$ cat src/rtl/spike_rate_decoder.sv
// Spike-count readout: counts per-channel spikes over a window of enabled cycles,
// then holds the latched counts, argmax winner and overflow behind a valid/ready handshake.
module spike_rate_decoder #(
    parameter int NUM_CH = 3,
    parameter int CNT_W  = 8,
    parameter int WIN_W  = 8,
    localparam int IDX_W = $clog2(NUM_CH)
) (
    input  logic                    clk,
    input  logic                    rst_n,
    input  logic                    enable,
    input  logic [NUM_CH-1:0]       spike_in,
    input  logic [WIN_W-1:0]        window_len,
    input  logic                    start,
    input  logic                    out_ready,
    output logic                    out_valid,
    output logic [NUM_CH*CNT_W-1:0] counts,
    output logic [IDX_W-1:0]        winner,
    output logic                    overflow,
    output logic                    busy
);

    typedef enum logic [1:0] {
        IDLE,
        COUNT,
        HOLD
    } state_t;

    state_t state, state_next;

    logic [CNT_W-1:0] cnt      [NUM_CH];
    logic [CNT_W-1:0] cnt_next [NUM_CH];
    logic [NUM_CH-1:0] sat, sat_next;
    logic [WIN_W-1:0] win_cnt;
    logic [IDX_W-1:0] best_idx;
    logic [CNT_W-1:0] best_cnt;
    logic [NUM_CH*CNT_W-1:0] packed_next;

    logic start_ok;
    logic last_sample;

    assign start_ok    = start && (window_len != '0);
    assign last_sample = enable && (win_cnt == WIN_W'(1));

    always_comb begin
        state_next = state;
        case (state)
            IDLE:    if (start_ok) state_next = COUNT;
            COUNT:   if (last_sample) state_next = HOLD;
            HOLD:    if (out_ready) state_next = IDLE;
            default: state_next = IDLE;
        endcase
    end

    // Counter values after this cycle's spikes, so the final sample is included in the latch.
    always_comb begin
        sat_next = sat;
        for (int unsigned i = 0; i < NUM_CH; i++) begin
            cnt_next[i] = cnt[i];
            if (spike_in[i]) begin
                if (cnt[i] == '1) sat_next[i] = 1'b1;
                else              cnt_next[i] = cnt[i] + CNT_W'(1);
            end
        end
    end

    // Strict greater-than keeps the lowest index on ties.
    always_comb begin
        best_idx    = '0;
        best_cnt    = cnt_next[0];
        packed_next = '0;
        for (int unsigned i = 0; i < NUM_CH; i++) begin
            packed_next[i*CNT_W +: CNT_W] = cnt_next[i];
            if (cnt_next[i] > best_cnt) begin
                best_cnt = cnt_next[i];
                best_idx = IDX_W'(i);
            end
        end
    end

    always_ff @(posedge clk) begin
        if (!rst_n) begin
            state    <= IDLE;
            sat      <= '0;
            win_cnt  <= '0;
            counts   <= '0;
            winner   <= '0;
            overflow <= 1'b0;
            for (int unsigned i = 0; i < NUM_CH; i++) cnt[i] <= '0;
        end else begin
            state <= state_next;
            case (state)
                IDLE: begin
                    if (start_ok) begin
                        sat     <= '0;
                        win_cnt <= window_len;
                        for (int unsigned i = 0; i < NUM_CH; i++) cnt[i] <= '0;
                    end
                end
                COUNT: begin
                    if (enable) begin
                        sat     <= sat_next;
                        win_cnt <= win_cnt - WIN_W'(1);
                        for (int unsigned i = 0; i < NUM_CH; i++) cnt[i] <= cnt_next[i];
                        if (last_sample) begin
                            counts   <= packed_next;
                            winner   <= best_idx;
                            overflow <= |sat_next;
                        end
                    end
                end
                default: ;
            endcase
        end
    end

    assign out_valid = (state == HOLD);
    assign busy      = (state != IDLE);

endmodule

$ cat config.mk
export PLATFORM = sky130hd
export DESIGN_NAME = spike_rate_decoder
export DESIGN_NICKNAME = d
export VERILOG_FILES = /design/src/rtl/spike_rate_decoder.sv
export SDC_FILE = /design/constraint.sdc
export NUM_CORES = 1
export LEC_CHECK = 0
export CAP_MARGIN = 20
export CORE_ASPECT_RATIO = 1.1
export CORE_MARGIN = 2
export CORE_UTILIZATION = 55
export CTS_CLUSTER_SIZE = 10
export DETAILED_ROUTE_END_ITERATION = 10
export PLACE_DENSITY_LB_ADDON = 0.15
export SETUP_SLACK_MARGIN = 0.3
export SLEW_MARGIN = 25
export SYNTH_ARGS = -nofsm -noshare
export SYNTH_HDL_FRONTEND = slang
export SYNTH_SLANG_ARGS = --single-unit
export TNS_END_PERCENT = 1
$ cat constraint.sdc
create_clock -name clk -period 5.3 [get_ports clk]
set_input_delay 1.06 -clock clk [delete_from_list [all_inputs] [get_ports clk]]
set_output_delay 1.06 -clock clk [all_outputs]
set_load 0.1 [all_outputs]
==> impl_results.md <==
- Final min period: 4.55 ns
- Yosys top cell area share: 23.0%
- Inserted Clock Buffers: 9
- Core area: a little over 6000 um^2
- Final setup vio count: 0
- First-pass GRT wire length: 13.0 mm
- Total gr overflow: 0
- Most frequent cells in the layout: 76 x nor2_1, 42 x clkdlybuf4s50_1, 40 x dfxtp_1
- Peak VDD IR: 259 uV
- Maximum level of the CTS H-tree: 3
- DRT Wirelength: 8.27 mm
- Area delta synth->final: 25.5%
- Run status: completed
- Hold Buf Count CTS: 0
- First-pass detailed-route iteration total: 4
- Yosys cell types: 43
- Final hold vios: 0
- Share of cells above drive strength 1: between 10% and 20%
- Hold Crit Start: counts[23]$_SDFFE_PN0P_
- Main synth FF type: dfxtp_1
- Setup slack, reg-to-reg: 1.01 ns
- Post-synth top area cell: dfxtp_1
- Initial Utilization: 56.7%
- Sequence of cells on the critical path: dlymetal6s2s_1 > nand4_1 > nor4_2 > mux2i_1 > ha_1 > a21oi_1 > o21ai_1 > nor2_2 > nand3_1 > a31oi_4 > mux2_2 > ha_1 > nand4_1 > nor2_2 > nor2_1 > o41ai_2
- Site Rows: 30
- HP Class: reg2reg
- Initial antenna violation count: 0
- TNS Setup: 0 ns
- Worst-Skew Late Latency: 0.35 ns
- Power Dens Cells: 301 nW/um^2
- Yosys warning total: 0
- Setup Skew: ~0.009 ns
- Leading cell type in the layout, fill and taps excluded: nor2_1
- Per-cell routed wire length: 15.4 um
- Vias in the first global route: about 2,800
- Hold-critical path depth: 2
- Max FO, Critical Path: 7
- CP peak stage delay: approximately 0.38 ns
- RSZ-0062 raised after global routing: false
- Highest Clock Rate: 0.220 GHz
- Die Ht: roughly 88 um
- Critical Path Start: spike_in[0]
- Final ANT Viol Nets: 0
- Maxcap violations: 0
- Setup CP Type: in2reg
- DRC: 0
- Worst Path Arrival: 4.79 ns
- Synth top area cells: dfxtp_1 23%, edfxtp_1 21%, nor2_1 8.7%
- CTS tree: built
- Initial DRC Count: 248
- Reg2reg end: winner[0]$_SDFFE_PN0P_
- Clk slew on worst S/H paths: approximately 0.07 ns
- Reg2Reg Depth: 16
- Final Power: 0.00132 W
- Leakage: roughly 1.7 nW
- Routability-driven placement congestion ratio: 0.930
- Syn nets: roughly 430
- Critical path capture point type: flop
- Master of the slowest instance on the critical path: nor4_2
- GRT Total Usage: 24.6%
- I/O pins: 45
- Crit start category: input port
- Critical Path RT: between 5 and 6 ns
- Area of the mapped netlist: 3490 um^2
- Flops & latches, synth: 64
- DR vias: 3,055
- Total Nets Final: 489
- Root buf cell: clkbuf_8
- Post-synth EDFFs: 24
- Worst-Margin Slew: 0.988 ns
- Maximum clock insertion buffer count: 2
- Async S/R FF share, synth: 0%
- Worst r2r src: cnt[0][9]$_SDFFCE_PN0P_
- Part of the Yosys area used for sequential elements: 43.6%
- CTS Sinks: between 60 and 70
- Final worst path period share: 85.8%
- Cells after Synth: 396
- Die width: 79.9 um
- Ant diodes: 0
- Hold Path End: counts[23]$_SDFFE_PN0P_
- IO Port Bufs: 44
- Fin. max-slew vios: 0
- Final HPWL DP: between 5 and 6 mm
- Number of vias per cell: 5.68
- Max-slew headroom: 33.9%
- Min Hold Slack: 0.466 ns
- Total die area: 7000 um^2
- Largest net degree at the start of global routing: 43
- Syn_area_per_cell: between 8 and 9 um^2
synthesized netlist by cell type, drive strengths merged, types with 8 or more instances:
library cell	count
a211oi	19
a21oi	28
clkbuf	11
dfxtp	40
edfxtp	24
ha	20
inv	21
nand2	19
nand3	11
nand4	12
nor2	81
nor3	8
o21ai	24
xnor2	10
flip-flops by register name, indices dropped and copies added (netlist names):
register and flops:
cnt 24, counts 24, win_cnt 8, sat 3
state 2, winner 2, overflow 1
through the flow:
step                      std cells  area (um^2)  util [%]  worst slack, ns
final                           538         4380      71.1            0.754
after global routing            538         4380      71.1            0.529
after CTS                       534         4280      69.5            0.315
after detailed placement        518         4070      66.0         -0.00719
after global placement          518         4060      66.0            0.140
after floorplan                 396         3490         -            0.757
cell type report:
| type | count | area, um^2 |
|---|---|---|
| clock buffer | 11 | 163 |
| clock inverter | 5 | 52.6 |
| fill | 480 | 1780 |
| inverter | 22 | 82.6 |
| multi-input combinational | 297 | 1900 |
| sequential | 64 | 1520 |
| tap | 80 | 100 |
| timing repair buffer | 59 | 562 |
how the worst max path moves through the flow:
| stage | to | slack (ns) |
|---|---|---|
| finish | winner[0]$_SDFFE_PN0P_ | 0.75 |
| global route | winner[0]$_SDFFE_PN0P_ | 0.53 |
| CTS | winner[0]$_SDFFE_PN0P_ | 0.31 |
| detailed placement | winner[0]$_SDFFE_PN0P_ | -0.007 |
| global placement | winner[0]$_SDFFE_PN0P_ | 0.14 |
| floorplan | winner[0]$_SDFFE_PN0P_ | 0.76 |
per-layer routing:
layer	routed length, um	GRT usage [%]
met5	0	0
met4	127	8.94
met3	376	4.98
met2	4010	42.2
met1	3760	30.6
power by group:
part	total (W)	internal (W)	switching, W
Clock	0.000459	0.000256	0.000203
Sequential	0.000560	0.000536	0.0000240
Combinational	0.000299	0.000125	0.000174
critical path, delay by kind of cell:
family,cells,cell delay (ns)
compound gates,4,0.92
mux,2,0.71
buf+inv,1,0.16
fa+ha+maj,2,0.61
simple gates,7,1.32
kinds of logic (layout without fill, tap and decap cells):
family	count (synthesis)	after routing	share of synthesized area [%]
AO/OA/AOI/OAI	87	87	15.6
buffers and inverters	35	97	3.84
flip-flops	64	64	43.6
adder cells (fa/ha/maj)	20	20	7.17
XOR/XNOR	16	16	4.02
multiplexers	12	12	4.02
AND/OR/NAND/NOR	162	162	21.7
timing repair:
action | in CTS | in global routing
buffers inserted | 0 | 4
gates resized for setup | 0 | 22
setup endpoints to repair | 0 | 2
(Power assumes the default switching activity.)
